$ cat config.mk
export PLATFORM = sky130hd
export DESIGN_NAME = debug_apb_master
export DESIGN_NICKNAME = d
export VERILOG_FILES = /design/src/rtl/debug_apb_master.sv
export SDC_FILE = /design/constraint.sdc
export NUM_CORES = 1
export LEC_CHECK = 0
export ABC_AREA = 1
export ABC_CLOCK_PERIOD_IN_PS = 2600
export CORE_ASPECT_RATIO = 1.4
export CORE_MARGIN = 8
export CORE_UTILIZATION = 41
export CTS_CLUSTER_DIAMETER = 30
export CTS_CLUSTER_SIZE = 40
export DETAILED_ROUTE_END_ITERATION = 7
export GPL_TIMING_DRIVEN = 0
export PLACE_DENSITY_LB_ADDON = 0.05
export SLEW_MARGIN = 20
export SYNTH_ARGS = -nofsm -noshare
export SYNTH_HDL_FRONTEND = slang
export SYNTH_SLANG_ARGS = --single-unit
$ cat constraint.sdc
create_clock -name clk -period 2.6 [get_ports clk]
set_input_delay 0.78 -clock clk [delete_from_list [all_inputs] [get_ports clk]]
set_output_delay 0.78 -clock clk [all_outputs]
set_load 0.01 [all_outputs]
$ cat src/rtl/debug_apb_master.sv
// Host-command to APB bridge: one transfer at a time, 3 cycles from command accept to response when PREADY is high.
// A stalled host response holds the FSM in RESP; commands are refused (cmd_ready=0) until the response is taken.
module debug_apb_master #(
  parameter int TIMEOUT = 16
) (
  input  logic       clk,
  input  logic       rst,
  input  logic       cmd_valid,
  output logic       cmd_ready,
  input  logic       cmd_write,
  input  logic [4:0] cmd_addr,
  input  logic [7:0] cmd_wdata,
  output logic       rsp_valid,
  input  logic       rsp_ready,
  output logic [7:0] rsp_rdata,
  output logic       rsp_err,
  output logic       PSEL,
  output logic       PENABLE,
  output logic       PWRITE,
  output logic [4:0] PADDR,
  output logic [7:0] PWDATA,
  input  logic [7:0] PRDATA,
  input  logic       PREADY
);

  typedef enum logic [1:0] {IDLE, SETUP, ACCESS, RESP} state_t;

  typedef struct packed {
    logic       write;
    logic [4:0] addr;
    logic [7:0] wdata;
  } apb_req_t;

  localparam logic [7:0] CNT_LAST = 8'(TIMEOUT - 1);

  state_t     state, state_nxt;
  apb_req_t   req;
  logic [7:0] wait_cnt;
  logic       timed_out;

  assign timed_out = (wait_cnt == CNT_LAST);

  always_ff @(posedge clk or posedge rst) begin
    if (rst) state <= IDLE;
    else     state <= state_nxt;
  end

  always_comb begin
    state_nxt = state;
    cmd_ready = 1'b0;
    rsp_valid = 1'b0;
    PSEL      = 1'b0;
    PENABLE   = 1'b0;
    case (state)
      IDLE: begin
        cmd_ready = 1'b1;
        if (cmd_valid) state_nxt = SETUP;
      end
      SETUP: begin
        PSEL      = 1'b1;
        state_nxt = ACCESS;
      end
      ACCESS: begin
        PSEL    = 1'b1;
        PENABLE = 1'b1;
        if (PREADY || timed_out) state_nxt = RESP;
      end
      RESP: begin
        rsp_valid = 1'b1;
        if (rsp_ready) state_nxt = IDLE;
      end
      default: state_nxt = IDLE;
    endcase
  end

  // Request fields are only loaded on accept, so they hold through the whole
  // transfer and keep their last value while idle.
  always_ff @(posedge clk or posedge rst) begin
    if (rst) begin
      req       <= '0;
      wait_cnt  <= '0;
      rsp_rdata <= '0;
      rsp_err   <= 1'b0;
    end else begin
      case (state)
        IDLE: begin
          if (cmd_valid) begin
            req      <= '{write: cmd_write, addr: cmd_addr, wdata: cmd_wdata};
            wait_cnt <= '0;
          end
        end
        ACCESS: begin
          // Completion wins over timeout in the same cycle.
          if (PREADY) begin
            rsp_rdata <= req.write ? 8'h00 : PRDATA;
            rsp_err   <= 1'b0;
          end else if (timed_out) begin
            rsp_rdata <= 8'h00;
            rsp_err   <= 1'b1;
          end else begin
            wait_cnt <= wait_cnt + 8'd1;
          end
        end
        default: ;
      endcase
    end
  end

  assign PWRITE = req.write;
  assign PADDR  = req.addr;
  assign PWDATA = req.wdata;

endmodule

After elaboration in Yosys (flattened, before gate mapping)
Index checks and enable logic that the tools add are counted.
- mux-type cells: 17
- reduce and logical (&&, ||, !) cells: 9
- add/sub/neg operators: 1
- eq/ne operators: 9
- operator list (operator ; number):
    2-to-1 mux 8 bit ; 6
    case mux 8 bit (2 select lines) ; 1
    inequality test 2 bit, second input constant ; 5
    adder 8 x 1 -> 8 bit, second input constant ; 1
    equality test 8 x 4 -> 1 bit, second input constant ; 1
    case mux 2 bit (4 select lines) ; 1
    2-to-1 mux 1 bit ; 6
    2-to-1 mux 2 bit ; 3
    equality test 2 bit, second input constant ; 2
    AND reduction 2 bit ; 2
    AND reduction 4 bit ; 1
    nonzero test 2 bit ; 2
    AND reduction 3 bit ; 1
    equality test 2 x 1 -> 1 bit, second input constant ; 1
    zero test 2 bit ; 1
    OR reduction 2 bit ; 1
    logical OR 1 bit ; 1
- output and inout port bits: 27
- register bits after elaboration: 33
- logic and storage cells: 43
- bits of input ports: 27

Depth between registers and ports, before layout
Gate-level depths: netlist of run 1.
- depth in word-level cells: 4
- mapped depth: 8
- depth with buffers taken out: 8

Worst setup path after synthesis of run 1
Ideal clock, no wire load.
- path kind: input to register
- start point: input port cmd_valid
- end point: register req, in the netlist PADDR[0]
- path slack: 999 ps
- data required time: 2475 ps
- data arrival time: 1477 ps
- stages: 3
- library setup time: 125 ps
- path buffers: 1
- path through: nand2_1 buf_2 mux2_2
- word-level cells in the longest chain between the ends: 1
- ends and longest elaborated chain (item ; line ; source):
    start: declaration ; 8 ; input logic cmd_valid,
    AND reduction 2 bit (no line) ; n/a ;
    end signal: assignment ; 88 ; req <= '{write: cmd_write, addr: cmd_addr, wdata: cmd_wdata};
    end: declaration ; 37 ; apb_req_t req;
Every way passes these cells.
A chain may end at the register's enable or synchronous reset.

Final worst setup path of run 1
- start point: register state[0]
- end point: output port PENABLE
- word-level cells in the longest chain between the ends: 2
- ends and longest elaborated chain (item ; line ; source):
    start: declaration ; 36 ; state_t state, state_nxt;
    start signal: assignment ; 45 ; else state <= state_nxt;
    equality test 2 bit ; 54 ; case (state)
    2-to-1 mux 1 bit ; 54 ;
    end: declaration ; 18 ; output logic PENABLE,
Every way passes these cells.

==> run metrics, run 1 <==
total global-route track usage 0.129; clock skew 4.36 ps; port buffer count 53; fmax 0.400 GHz; Worst Path Arrival around 1700 ps; CP endpoint kind output pin; gr ovfl total 0; EDFF count, synth 0; first-pass GRT wire length around 6600 um; setup tns final 0 ps; Syn Area/Cell roughly 9.3 sq um; Hold Crit Class flop to flop; Leakage 0.00108 uW; setup violators final 0; Worst Hold Depth 1; M2 GR Usage 0.231; chip width 69.1 um; die area 6230 sq um; area of the core 3850 sq um; drt pass-1 iters 4; Worst-Margin Slew 701 ps; Die Height approximately 90 um; synth unique cells 24; Post-CTS Setup Bufs 0; met1 Usage GRT 0.119; Synth Area in Compound Gates 0.0604; RSZ-0062 raised after global routing no; share of layout cells above drive strength 1 0.162; CTS max path bufs 2; fin crit period approximately 2500 ps; CTS H-tree depth 2; HPWL Detailed approximately 3100 um; dpl cells 270; Starting Density 0.419; Post-CTS Resized 0; crit path kind flop to output pin; Non-Filler Instances about 280; CP required about 1800 ps; Synth Area in Simple Gates 0.222; Final Max Slew Viols 0; cells on worst reg2reg path 8; post-synthesis adder-cell area fraction 0.0310; # diodes 0; WL/cell approximately 14 um; clock edge transition at the registers on the reported setup and hold paths about 60 ps; number of synthesized register bits 33; number of global-route vias before repair roughly 1500; status completed; Async SR Flop Fraction 1.00; post-synthesis mux area share 0.0976; P per Cell Area ~1000 nW/um^2; cts-stage hold buffer count 0; Finished Core Util 0.594; most crowded layer after global routing met2; nets@finish 265; Max FO, Critical Path 6; VDD IR max 0.756 mV; pin count of the biggest net entering global routing 34; Slew Limit Headroom 0.532; top_reg_cell synth dfrtp_1; row cnt 27; Num CTS Buffers 5; initial antenna violation count 0; Via Count 1354; Synth Area in XOR/XNOR 0.00542; post-synthesis sequential area ratio 0.511; final hold violation count 0; routability cong. about 0.83; Setup crit start kind flop; largest family of logic cells by synthesized area simple AND/OR/NAND/NOR gates; largest cells by area after synthesis dfrtp_1, nand2_1, mux2_2; final worst path period share 0.962; P&R area growth vs syn 41.5%; Post-Route WL 3910 um; DRC viols 0; top-count cell post-synth nand2_1; Total Power approximately 2300 uW; routed vias/inst roughly 5; largest area contributor in the netlist dfrtp_1; Mapped Cells 174; I/O pin cnt 54; Post-Syn Nets slightly above 200; CTS root buf clkbuf_8; yosys warns 0; clk_lat worst skew between 200 and 300 ps; clock sinks 33; synthesized area approximately 1600 sq um; Post-synth top cells nand2_1, dfrtp_1, inv_1, nand3_1, mux2_2; Starting DRT DRC Count 59; Synth top area share 0.511; maxcap violations 0; grt met3 use 0.0605; Final ANT Viol Nets 0; CTS tree yes
[path summary, 6_finish.rpt]
path / from / endpoint / slack, ps
max: state[0] / PENABLE / 100
min: PWDATA[0] / PWDATA[0] / 500
max reg2reg: state[0] / wait_cnt[7] / 870
min reg2reg: PWDATA[0] / PWDATA[0] / 500
max in group asynchronous: rst / PADDR[2] / 1220
min in group asynchronous: rst / wait_cnt[6] / 930
[worst max-delay path, cell delays in order, from the launching register on]
cell,delay [ps]
dfrtp_1,400
inv_1,100
ha_1,340
clkdlybuf4s50_1,600
[cell usage in the layout, fill, tap and decap left out]
cell,netlist,final
nand3_2,1,1
inv_2,0,1
nand2_1,46,46
nand2_4,1,1
or2_1,1,1
nor2_2,1,1
clkbuf_1,0,1
xnor2_1,1,1
o21ai_2,7,7
ha_1,4,4
nand3b_1,2,2
nor2_1,10,10
o21ai_0,2,2
buf_2,3,3
inv_1,24,23
nand4_1,1,1
clkdlybuf4s50_1,0,53
o21ai_1,1,1
buf_6,1,1
a21oi_2,1,1
o21bai_1,1,1
nand3_1,15,15
nand2_2,2,2
or2_0,1,1
dfrtp_1,33,33
clkbuf_8,0,6
a21oi_1,1,1
mux2_2,14,14
[power breakdown]
group / internal [uW] / switching, uW / leakage (uW)
logic: 596 / 511 / 0.000620
registers: 701 / 109 / 0.000419
clock network: 210 / 172 / 0.0000443
total: 1510 / 792 / 0.00108
[logic make-up (layout without fill, tap and decap cells)]
kind of cell | count (synthesis) | in the layout
simple gates | 81 | 81
compound gates | 13 | 13
xor+xnor | 1 | 1
flops | 33 | 33
mux | 14 | 14
buf+inv | 28 | 88
fa+ha+maj | 4 | 4
[routing by layer]
metal,vias to the layer above,share of wire
li1,666,-
met5,-,0
met4,0,0.011
met1,650,0.37
met2,34,0.55
met3,4,0.072
[sequential cells by signal, summed over array words and instances, names as in the netlist]
signal,flops
rsp_rdata,8
rsp_err,1
PADDR,5
wait_cnt,8
PWDATA,8
PWRITE,1
state,2
[through the flow]
step	hold slack (ps)	cell area [sq um]	setup slack, ps
2_1_floorplan	469	1620	999
3_3_place_gp	489	2200	330
3_5_place_dp	492	2200	377
4_1_cts	505	2290	63.7
5_1_grt	509	2290	6.70
6_report	503	2290	99.9
[layout make-up]
class,instances,area [sq um]
buffer,4,26.3
clock buffer,7,86.3
fill,361,1570
inverter,24,90.1
multi-input combinational,113,673
sequential,33,826
tap,43,53.8
timing repair buffer,53,531
(Power assumes the default switching activity.)
==> run 2, diff against run 1 <==
--- a/config.mk
+++ b/config.mk
@@ -10,6 +10,7 @@
 export CORE_ASPECT_RATIO = 1.4
 export CORE_MARGIN = 8
 export CORE_UTILIZATION = 41
+export CTS_BUF_LIST = sky130_fd_sc_hd__clkbuf_2 sky130_fd_sc_hd__clkbuf_4 sky130_fd_sc_hd__clkbuf_8
 export CTS_CLUSTER_DIAMETER = 30
 export CTS_CLUSTER_SIZE = 40
 export DETAILED_ROUTE_END_ITERATION = 7
==> run 2 against run 1 <==
Effect of this change:
- critical path depth is the same
- design area grew 0.16%
- sequential share of layout area shrank 0.059 points
- critical path type unchanged
- largest power group unchanged
==> run metrics, run 2 (synthesized netlist as in run 1, its figures left out) <==
status completed (unchanged); hold wc startpoint PWDATA[0] (unchanged); Comb pwr share 0.479 (was 0.481); CTS tree yes (unchanged); Net Sw Frac 0.343 (was 0.344); chip width 69.1 um (unchanged); CP endpoint kind output pin (unchanged); nets@finish 265 (unchanged); cts-stage hold buffer count 0 (unchanged); Num CTS Buffers 5 (unchanged); RR Startpoint state[0] (unchanged); Post-CTS Resized 0 (unchanged); Via Count 1354 (unchanged); Worst R2R End wait_cnt[7] (unchanged); crit path kind flop to output pin (unchanged); Multi-input gate area 673 sq um (unchanged); Leakage 0.00109 uW (was 0.00108 uW); Slew Limit Headroom 0.532 (about the same); Switching Power 792 uW (about the same); Worst Path Arrival 1720 ps (about the same); gr ovfl total 0 (unchanged); clock sinks 33 (unchanged); pin count of the biggest net entering global routing 34 (unchanged); port buffer count 53 (unchanged); Worst Hold Depth 1 (unchanged); Final ANT Viol Nets 0 (unchanged); WL/cell 14.1 um (about the same); routed vias/inst 4.89 (unchanged); FF-to-FF setup slack 870 ps (about the same); CP required 1820 ps (about the same); final hold violation count 0 (unchanged); total global-route track usage 0.129 (unchanged); maxcap violations 0 (unchanged); initial antenna violation count 0 (unchanged); DRC viols 0 (unchanged); most common cell after layout, fill and taps aside clkdlybuf4s50_1 (unchanged); clock power share 0.170 (was 0.166); P&R area growth vs syn 41.8% (was 41.5%); Starting DRT DRC Count 59 (unchanged); Hold Crit Class flop to flop (unchanged); routability cong. 0.835 (unchanged); Max FO, Critical Path 6 (unchanged); sequential power share 0.351 (was 0.352); Fillers 362 (was 361); first-pass GRT wire length 6620 um (unchanged); Post-CTS Setup Bufs 0 (unchanged); Setup crit start kind flop (unchanged); clock edge transition at the registers on the reported setup and hold paths 60 ps (about the same); worst setup path startpoint state[0] (unchanged); # diodes 0 (unchanged); number of global-route vias before repair 1468 (unchanged); highest-count cells in the layout ignoring fill and taps clkdlybuf4s50_1, nand2_1, dfrtp_1 (unchanged); area of the core 3850 sq um (unchanged); Total Power 2310 uW (was 2300 uW); Worst-Margin Slew 700 ps (was 701 ps); Final Max Slew Viols 0 (unchanged); P per Cell Area 1010 nW/um^2 (about the same); CTS H-tree depth 2 (unchanged); setup tns final 0 ps (unchanged); VDD IR max 0.756 mV (about the same); die area 6230 sq um (unchanged); clk_lat worst skew 280 ps (about the same); final worst path period share 0.962 (about the same); fmax 0.400 GHz (about the same); Reg area 826 sq um (unchanged); drt pass-1 iters 4 (unchanged); clock skew 4.41 ps (was 4.36 ps); internal power 1520 uW (was 1510 uW); RSZ-0062 raised after global routing no (unchanged); cells on worst reg2reg path 8 (unchanged); setup violators final 0 (unchanged); CTS max path bufs 2 (unchanged); hold endpoint PWDATA[0] (unchanged); fin crit period 2500 ps (about the same); Starting Density 0.419 (unchanged); row cnt 27 (unchanged); Die Height 90.3 um (unchanged); I/O pin cnt 54 (unchanged); HPWL Detailed 3070 um (unchanged); Post-Route WL 3910 um (about the same); CTS root buf clkbuf_8 (unchanged); share of layout cells above drive strength 1 0.167 (was 0.162)
## run 2: layer usage
metal  global-route usage  part of all wire  vias to the layer above
met5                    0                 0                        -
met4               0.0617             0.011                        0
met3               0.0605             0.072                        4
met2                0.231              0.55                       34
met1                0.119              0.37                      650
li1                     -                 -                      666
## run 2: final cells by class
cell class                 instances  area share
buffer                             4      0.0115
clock buffer                       7      0.0393
inverter                          24      0.0393
multi-input combinational        113       0.294
sequential                        33       0.361
tap                               43      0.0235
timing repair buffer              53       0.232
## run 2: per-stage QoR
stage | area [sq um] | std cells | setup WS (ps) | utilization | hold slack (ps)
global placement | 2200 | 270 | 330 | 0.571 | 489
CTS | 2290 | 277 | 63.6 | 0.595 | 505
detailed placement | 2200 | 270 | 377 | 0.571 | 492
floorplan | 1620 | 174 | 999 | - | 469
finish | 2290 | 277 | 99.9 | 0.595 | 503
global route | 2290 | 277 | 6.39 | 0.595 | 509
## run 2: critical path, stage by stage, from the launching register on
cell and delay (ps):
dfrtp_1 400, inv_1 100, ha_1 340, clkdlybuf4s50_1 600
## run 2: worst max path at each step
stage,to,slack (ps),cells after the start
5_1_grt,PENABLE,6,3
6_report,PENABLE,100,3
4_1_cts,PENABLE,60,3
3_5_place_dp,PENABLE,380,3
2_1_floorplan,PADDR[0],1000,3
3_3_place_gp,rsp_rdata[0],330,2
## run 2: power by group through the flow
| stage | Combinational (uW) | Clock (uW) | Sequential [uW] |
|---|---|---|---|
| after global placement | 1090 | 0 | 805 |
| final | 1110 | 392 | 810 |
| after CTS | 1130 | 407 | 810 |
| after global routing | 1200 | 431 | 826 |
| after detailed placement | 1120 | 0 | 818 |
| after floorplan | 486 | 0 | 879 |
